File: src/rtl/sdram_arb_pkg.sv
// Shared types and constants for the EasySDRAM port arbiter.
package sdram_arb_pkg;

   localparam int CMD_FIFO_DEPTH = 256;

   typedef struct packed {
      logic        is_write;
      logic [24:0] addr;
      logic [1:0]  mask;
      logic [15:0] wdata;
   } sdram_cmd_t;

endpackage

File: src/rtl/sdram_tag_fifo.sv
// In-order FIFO of port indices for reads issued to the SDRAM.
module sdram_tag_fifo #(
   parameter int W     = 2,
   parameter int DEPTH = 512,
   localparam int AW   = $clog2(DEPTH),
   localparam int CW   = $clog2(DEPTH) + 1
) (
   input  logic          clk,
   input  logic          rst,
   input  logic          push,
   input  logic [W-1:0]  din,
   input  logic          pop,
   output logic [W-1:0]  dout,
   output logic          empty,
   output logic          full,
   output logic [CW-1:0] count
);

   logic [W-1:0]  mem [DEPTH];
   logic [AW-1:0] wr_ptr;
   logic [AW-1:0] rd_ptr;
   logic          do_push;
   logic          do_pop;

   function automatic logic [AW-1:0] inc(input logic [AW-1:0] p);
      return (p == AW'(DEPTH - 1)) ? '0 : p + 1'b1;
   endfunction

   assign empty   = (count == '0);
   assign full    = (count == CW'(DEPTH));
   assign do_push = push & ~full;
   assign do_pop  = pop & ~empty;
   assign dout    = mem[rd_ptr];

   always_ff @(posedge clk) begin
      if (do_push) mem[wr_ptr] <= din;
   end

   always_ff @(posedge clk) begin
      if (rst) begin
         wr_ptr <= '0;
         rd_ptr <= '0;
         count  <= '0;
      end else begin
         if (do_push) wr_ptr <= inc(wr_ptr);
         if (do_pop)  rd_ptr <= inc(rd_ptr);
         unique case ({do_push, do_pop})
            2'b10:   count <= count + 1'b1;
            2'b01:   count <= count - 1'b1;
            default: count <= count;
         endcase
      end
   end

endmodule

File: src/rtl/sdram_port_arbiter.sv
// Round-robin arbiter sharing one EasySDRAM command port, with
// in-order steering of read data back to the requesting port.
module sdram_port_arbiter
   import sdram_arb_pkg::*;
#(
   parameter int NUM_PORTS = 4,
   parameter int PORT_W    = 2,
   parameter int TAG_DEPTH = 512,
   localparam int CW       = $clog2(TAG_DEPTH) + 1
) (
   input  logic                    clk,
   input  logic                    rst,
   input  logic [NUM_PORTS-1:0]    req_valid,
   output logic [NUM_PORTS-1:0]    req_ready,
   input  logic [NUM_PORTS-1:0]    req_is_write,
   input  logic [NUM_PORTS*25-1:0] req_addr,
   input  logic [NUM_PORTS*2-1:0]  req_mask,
   input  logic [NUM_PORTS*16-1:0] req_wdata,
   output logic                    sd_write,
   input  logic                    sd_full,
   output logic                    sd_is_write,
   output logic [24:0]             sd_address,
   output logic [1:0]              sd_mask,
   output logic [15:0]             sd_wdata,
   input  logic                    sd_read_valid,
   input  logic [24:0]             sd_raddr,
   input  logic [15:0]             sd_rdata,
   output logic [NUM_PORTS-1:0]    rsp_valid,
   output logic [24:0]             rsp_addr,
   output logic [15:0]             rsp_data,
   output logic [CW-1:0]           reads_outstanding,
   output logic                    tag_error
);

   localparam logic [NUM_PORTS-1:0] PORT0 = NUM_PORTS'(1);

   sdram_cmd_t           cmd_in [NUM_PORTS];
   sdram_cmd_t           out_cmd;
   logic                 out_valid;
   logic [PORT_W-1:0]    out_port;
   logic [PORT_W-1:0]    rr_ptr;
   logic [PORT_W-1:0]    gnt_idx;
   logic [PORT_W:0]      sum;
   logic [PORT_W-1:0]    idx;
   logic [NUM_PORTS-1:0] eligible;
   logic [NUM_PORTS-1:0] grant;
   logic                 gnt_any;
   logic                 can_load;
   logic                 drain;
   logic                 room;
   logic                 tag_push;
   logic                 tag_pop;
   logic                 tag_empty;
   logic                 tag_full;
   logic [PORT_W-1:0]    tag_head;
   logic [CW-1:0]        tag_count;

   for (genvar i = 0; i < NUM_PORTS; i++) begin : g_port
      assign cmd_in[i] = '{req_is_write[i],
                           req_addr[25*i +: 25],
                           req_mask[2*i +: 2],
                           req_wdata[16*i +: 16]};
      assign eligible[i] = req_valid[i] & (req_is_write[i] | room);
   end

   assign drain    = out_valid & ~sd_full;
   assign can_load = ~out_valid | ~sd_full;

   // A read waiting in the output stage already owns a tag slot.
   assign room = ({1'b0, tag_count}
                  + (CW+1)'(out_valid & ~out_cmd.is_write))
                 < (CW+1)'(TAG_DEPTH);

   always_comb begin
      grant   = '0;
      gnt_idx = '0;
      gnt_any = 1'b0;
      sum     = '0;
      idx     = '0;
      for (int k = 0; k < NUM_PORTS; k++) begin
         sum = {1'b0, rr_ptr} + (PORT_W+1)'(k);
         if (sum >= (PORT_W+1)'(NUM_PORTS))
            sum = sum - (PORT_W+1)'(NUM_PORTS);
         idx = sum[PORT_W-1:0];
         if (can_load && !gnt_any && eligible[idx]) begin
            grant[idx] = 1'b1;
            gnt_idx    = idx;
            gnt_any    = 1'b1;
         end
      end
   end

   assign req_ready = grant;

   always_ff @(posedge clk) begin
      if (rst) begin
         rr_ptr    <= '0;
         out_valid <= 1'b0;
         out_cmd   <= '0;
         out_port  <= '0;
      end else begin
         if (gnt_any)
            rr_ptr <= (gnt_idx == PORT_W'(NUM_PORTS - 1))
                      ? '0 : gnt_idx + 1'b1;
         if (can_load) begin
            out_valid <= gnt_any;
            if (gnt_any) begin
               out_cmd  <= cmd_in[gnt_idx];
               out_port <= gnt_idx;
            end
         end
      end
   end

   assign sd_write    = out_valid;
   assign sd_is_write = out_cmd.is_write;
   assign sd_address  = out_cmd.addr;
   assign sd_mask     = out_cmd.mask;
   assign sd_wdata    = out_cmd.wdata;

   assign tag_push = drain & ~out_cmd.is_write & ~tag_full;
   assign tag_pop  = sd_read_valid & ~tag_empty;

   sdram_tag_fifo #(
      .W     (PORT_W),
      .DEPTH (TAG_DEPTH)
   ) u_tags (
      .clk   (clk),
      .rst   (rst),
      .push  (tag_push),
      .din   (out_port),
      .pop   (tag_pop),
      .dout  (tag_head),
      .empty (tag_empty),
      .full  (tag_full),
      .count (tag_count)
   );

   assign reads_outstanding = tag_count;

   always_ff @(posedge clk) begin
      if (rst) begin
         rsp_valid <= '0;
         rsp_addr  <= '0;
         rsp_data  <= '0;
         tag_error <= 1'b0;
      end else begin
         rsp_valid <= tag_pop ? (PORT0 << tag_head) : '0;
         if (tag_pop) begin
            rsp_addr <= sd_raddr;
            rsp_data <= sd_rdata;
         end
         if (sd_read_valid && tag_empty) tag_error <= 1'b1;
      end
   end

endmodule
File: config.mk
export PLATFORM = sky130hd
export DESIGN_NAME = sdram_port_arbiter
export DESIGN_NICKNAME = d
export VERILOG_FILES = /design/src/rtl/sdram_arb_pkg.sv /design/src/rtl/sdram_tag_fifo.sv /design/src/rtl/sdram_port_arbiter.sv
export SDC_FILE = /design/constraint.sdc
export NUM_CORES = 2
export LEC_CHECK = 0
export ABC_CLOCK_PERIOD_IN_PS = 8200
export CAP_MARGIN = 30
export CORE_AREA = 2 2 304 366
export DETAILED_ROUTE_END_ITERATION = 10
export DIE_AREA = 0 0 306 368
export GPL_ROUTABILITY_DRIVEN = 0
export GPL_TIMING_DRIVEN = 0
export PLACE_DENSITY = 0.66
export SLEW_MARGIN = 30
export SYNTH_ARGS = -nofsm -noshare
export SYNTH_HDL_FRONTEND = slang
export SYNTH_SLANG_ARGS = --single-unit
File: constraint.sdc
create_clock -name clk -period 8.2 [get_ports clk]
set_input_delay 0.82 -clock clk [delete_from_list [all_inputs] [get_ports clk]]
set_output_delay 0.82 -clock clk [all_outputs]
set_load 0.02 [all_outputs]
== Yosys cells after proc, flatten, opt, wreduce, memory -nomap -nowiden ==
Memories as Yosys holds them, arrays and structs flattened. A register that Yosys moved wholly into a read port is not among the register bits.
Index checks and enable logic that the tools add are counted.
Word-level totals
  logic and storage cells: 138
  bits in writable memories: 1024
  memories: 1
  latch bits: 0
  register bits: 123
  ROM bits: 0
Cells by class
  eq/ne operators: 6
  div/mod/pow operators: 0
  $add $sub $neg: 13
  bitwise operators: 27
  magnitude comparators: 14
  muxes and demuxes: 43
  multiply operators: 0
  reduce and logical (&&, ||, !) cells: 19
  shift operators: 1
Memories
  u_tags.mem: depth 512, width 2, read ports 1, clocked after memory_dff 1, wr ports 1, line sdram_tag_fifo.sv:19  | logic [W-1:0] mem [DEPTH];
Operators by type and width (count)
  $bmux W44 S2: 1
  $mux W44: 2
  $mux W9: 4
  $pmux W10 S2: 1
  $add A9 B1 Y9 const B: 2
  $eq A9 B9 Y1 const B: 2
  $mux W2: 9
  $mux W4: 4
  $mux W1: 14
  $ge A3 B3 Y1 const B: 4
  $logic_and A1 B1 Y1: 12
  $lt A2 B3 Y1 const B: 4
  $or A4 B4 Y4: 3
  $add A10 B11 Y11: 1
  $and A1 B11 Y11: 1
  $lt A11 B10 Y1 const B: 1
  $not A1 Y11: 1
  $add A10 B1 Y10 const B: 1
  $and A1 B1 Y1: 10
  $eq A10 B10 Y1 const B: 1
  $logic_not A10 Y1: 1
  $sub A10 B1 Y10 const B: 1
  $bmux W1 S2: 4
  $demux W1 S2: 4
  16 further kinds: 35

== Depth between registers and ports, before layout ==
  depth after elaboration: 26
  mapped depth: 18
  depth with buffers taken out: 16

== Cells and area by module ==
From an unflattened synthesis, not the netlist that was laid out.
Second synthesis, totals
  cells, all modules: 3415
  area total of the unflattened synthesis: 49302.3 µm²
By module, submodules not included
  sdram_tag_fifo: sequential area each 31490.2 µm², instances 1, area an instance 44119.8 µm², cells an instance 2815
  sdram_port_arbiter: sequential area each 1901.8 µm², instances 1, area an instance 5182.5 µm², cells an instance 600

== Worst setup path before layout ==
No wires, ideal clock.
  path kind: register to register
  from: register out_port[1]
  to: memory u_tags.mem[0][1] (data pin)
  arrival time: 6.514 ns
  stages on the path, launching flop included: 1
  period minus slack after synthesis: 8.023 ns
  path buffers: 0
  setup time: 1.509 ns
  path slack: 0.177 ns
  path through: dfxtp_1
RTL lines
  start: declaration: line sdram_port_arbiter.sv:40  | logic [PORT_W-1:0] out_port;
  start signal: assignment: line sdram_port_arbiter.sv:109  | out_port <= gnt_idx;
  end: declaration: line sdram_tag_fifo.sv:19
Straight into the memory's write port.

== Worst setup path in the final report ==
  from: register rr_ptr[0]
  to: output port req_ready[3]
On the way
  word-level cells in the longest chain between the ends: 18
  elaborated cells between the ends (all ways): 63
  those cells by class: 7 x add/sub; 12 x order compare; 27 x mux; 3 x bitwise; 14 x reduce/logical
Ends and longest elaborated chain
  start: declaration: line sdram_port_arbiter.sv:41  | logic [PORT_W-1:0] rr_ptr;
  start signal: assignment: line sdram_port_arbiter.sv:103  | rr_ptr <= (gnt_idx == PORT_W'(NUM_PORTS - 1))
  parallel branches: the longest is 17 deep, another holds $add A2 B1 Y3
  $mux W4 (*): line sdram_port_arbiter.sv:85  | if (can_load && !gnt_any && eligible[idx]) begin
  end: declaration: line sdram_port_arbiter.sv:14  | output logic [NUM_PORTS-1:0] req_ready,
Every way passes the cells marked *. The select of a mux whose other input is x is not followed.

==> key figures <==
Status
  – Outcome: complete, no violations

STA
  – Tmin final: 5270 ps
  – RSZ-0062 raised after global routing: false
  – Slew margin rel.: 22.7%
  – Fmax: 190 MHz
  – Setup TNS: 0 ps
  – Final setup viols: 0
  – Least-Margin Pin Slew: 1160 ps
  – Period utilization: 64.3%
  – Worst Slack Setup Final: between 2000 and 3000 ps
  – Fin. max-slew vios: 0
  – Worst-case clock skew: 30.3 ps
  – Final Hold Fails: 0
  – Final hold slack: 452 ps

Synthesis
  – Unique cell type count in the Yosys netlist: between 60 and 70
  – Mapped Avg Cell Area: between 15 and 20 um^2
  – Post-synth top flop: edfxtp_1
  – Yosys top cell area share: 63.2%
  – Mapped Cells: 3126
  – Register area share after synthesis: 68.6%
  – Async set-reset flop share out of synthesis: 0%
  – EDFF count, synth: roughly 1000
  – Ranking of synthesized cells by area: edfxtp_1 63%, mux4_2 11%, dfxtp_1 5.4%
  – Most common cell in the netlist: edfxtp_1
  – Leading area contributor after synthesis: edfxtp_1
  – Syn. warnings: 0
  – Synth Net Count: 3372
  – Top cells by count, synth: 1024 x edfxtp_1, 562 x nor2_1, 237 x mux4_2, 181 x nand2_1, 165 x clkbuf_1
  – Post-Syn Area: 0.0487 mm^2
  – FF+latch count, synth: 1156

Power and ir drop
  – Switching share of power: 31.4%
  – Max VDD drop: 0.197 mV
  – Leak Pwr: approximately 19 nW
  – Pint: 0.0121 W
  – Pwr Density: around 300 mW/mm^2
  – Flop pwr share: around two fifths
  – P_sw: 0.00552 W
  – Combinational share of power: 28.4%
  – Clk pwr share: 30.3%

Clock tree
  – Post-CTS setup repair buffer count: 0
  – Root buffer cell: clkbuf_16
  – Clk sink count: 1156
  – CTS Hold Bufs: 0
  – Clock transition at path regs: 60 ps
  – CTS tree: yes
  – H-Tree Depth: 3
  – Post-CTS sizing: 0
  – Worst-Skew Late Latency: 720 ps
  – Total CTS buffers: 110
  – Clock Tree Buf Depth: 3

Worst setup path
  – Critical Path Start Type: register
  – CP endpoint kind: primary output
  – CP Max Fanout: 10
  – CP arrival: approximately 4500 ps
  – Critical path class: reg2out
  – Critical Path RT: 7380 ps

Global route
  – GRT Total Usage: 28.3%
  – Global-route wire length before repair: 226 mm
  – Largest net degree at the start of global routing: 73
  – Initial antenna violation count: 1
  – Total gr overflow: 0
  – Vias in the first global route: 31500

Final layout
  – Area of the multi-input gates: 0.0140 mm^2
  – Area grow syn2layout: 19.4%
  – Nets@finish: 3838
  – Layout cells sized above 1: 15.9%
  – Final instance area: 0.0581 mm^2
  – # fillers: a little under 9000
  – FF+latch area: 0.0334 mm^2
  – Post-route insts no fill: 5107

Placement
  – IO Port Bufs: 328
  – Dpl ws: 2750 ps
  – Post-DP Area: 0.0544 mm^2
  – Final HPWL DP: 110 mm
  – Post-Place Cells: 4896

Hold path
  – Min-Delay Path Class: reg2reg

Drt
  – WL per Instance: roughly 31 um
  – Via density: 6.18
  – TritonRoute pass-1 iters: 6
  – DRT antenna net count: 0
  – Iter 0 DRT Violations: 4308
  – Drt total wl: ~160 mm
  – Via count: 31600
  – DRC viols: 0

Job
  – Max Cap Violations: 0

Die
  – Ports: 330
  – Starting Density: 44.6%
  – # rows: 133
  – Core ar.: 0.109 mm^2
  – Die height: 368 um
  – Die boundary width: between 300 and 400 um
  – Die footprint: 0.113 mm^2
logic make-up after synthesis:
kind of cell	after synthesis	share of synthesized area, %
mux	336	13.3
compound gates	434	6.78
xor+xnor	20	0.360
fa+ha+maj	21	0.555
flops	1156	68.6
simple gates	898	7.70
buf+inv	261	2.73
critical path, stage by stage, from the launching register on:
cell,delay [ps]
dfxtp_1,360
buf_2,240
buf_2,250
inv_1,170
ha_1,370
buf_2,230
mux2i_1,230
a311oi_1,80
o32ai_2,250
nand2_1,140
nor4_1,520
nand2_1,110
nand2_1,90
clkdlybuf4s50_1,730
final cells by class:
type / instances / share of cell area [%]
repair buffers: 354 / 6.68
plain buffers: 244 / 2.25
clock inverters: 69 / 1.39
multi-input cells: 1709 / 24.0
diodes: 3 / 0.0129
inverters: 17 / 0.110
well taps: 1417 / 3.05
flip-flops and latches: 1156 / 57.5
clock buffers: 138 / 5.03
per-layer routing:
metal	GRT usage, %	up-vias	share of wire, %
li1	-	13100	-
met1	34.9	16000	35
met2	46.5	2069	48
met3	6.83	425	11
met4	14.7	0	5.7
met5	0	-	0
final timing paths:
kind | depth (start not counted) | startpoint | endpoint | slack [ps]
setup reg to reg | 10 | register | rsp_valid[0] | 3320
setup / recovery | 13 | rr_ptr[0] | req_ready[3] | 2930
hold / removal | 2 | rsp_addr[22] | rsp_addr[22] | 450
hold reg to reg | 2 | rsp_addr[22] | rsp_addr[22] | 450
power groups by stage:
stage          Combinational (W)  Clock, W  Sequential [W]
2_1_floorplan            0.00242         0         0.00810
4_1_cts                  0.00494   0.00533         0.00727
6_report                 0.00499   0.00532         0.00727
3_3_place_gp             0.00428         0         0.00838
3_5_place_dp             0.00493         0         0.00739
5_1_grt                  0.00522   0.00557         0.00729
per-stage QoR:
| step | power, W | utilization (%) |
|---|---|---|
| after floorplan | 0.0105 | - |
| after global placement | 0.0127 | 49.3 |
| after detailed placement | 0.0123 | 49.9 |
| after CTS | 0.0175 | 53.3 |
| after global routing | 0.0181 | 53.3 |
| final | 0.0176 | 53.3 |
cells in the final DEF, fill, tap and decap left out, types with 17 or more instances in the layout:
cell             Yosys  routed
clkbuf_2             0      29
nand2_1            181     181
inv_1               17      17
buf_6               24      24
edfxtp_1          1024    1024
buf_2               38      42
and2_1              55      55
clkinv_2             0      23
nor2_1             562     560
clkdlybuf4s50_1      0     328
a22o_1              30      30
ha_1                20      20
mux2i_1             87      87
o21ai_0             20      20
clkbuf_1           165     158
dfxtp_1            132     130
nand3_1             23      23
mux4_2             237     237
clkbuf_16            0     111
a22oi_1             60      60
a211oi_1            35      35
a221oi_1            61      61
o21bai_1            45      45
clkinv_1             0      18
a21oi_1             89      89
registers in the layout, summed over array words and instances (netlist names), named ones only:
signal         flops
sd_wdata          16
rr_ptr             2
sd_write           1
u_tags.count      10
rsp_data          16
u_tags.rd_ptr      9
sd_is_write        1
rsp_valid          4
out_port           2
u_tags.mem      1024
u_tags.wr_ptr      9
sd_address        25
rsp_addr          25
tag_error          1
sd_mask            2
Note: power is estimated with default switching activity, not from simulation.
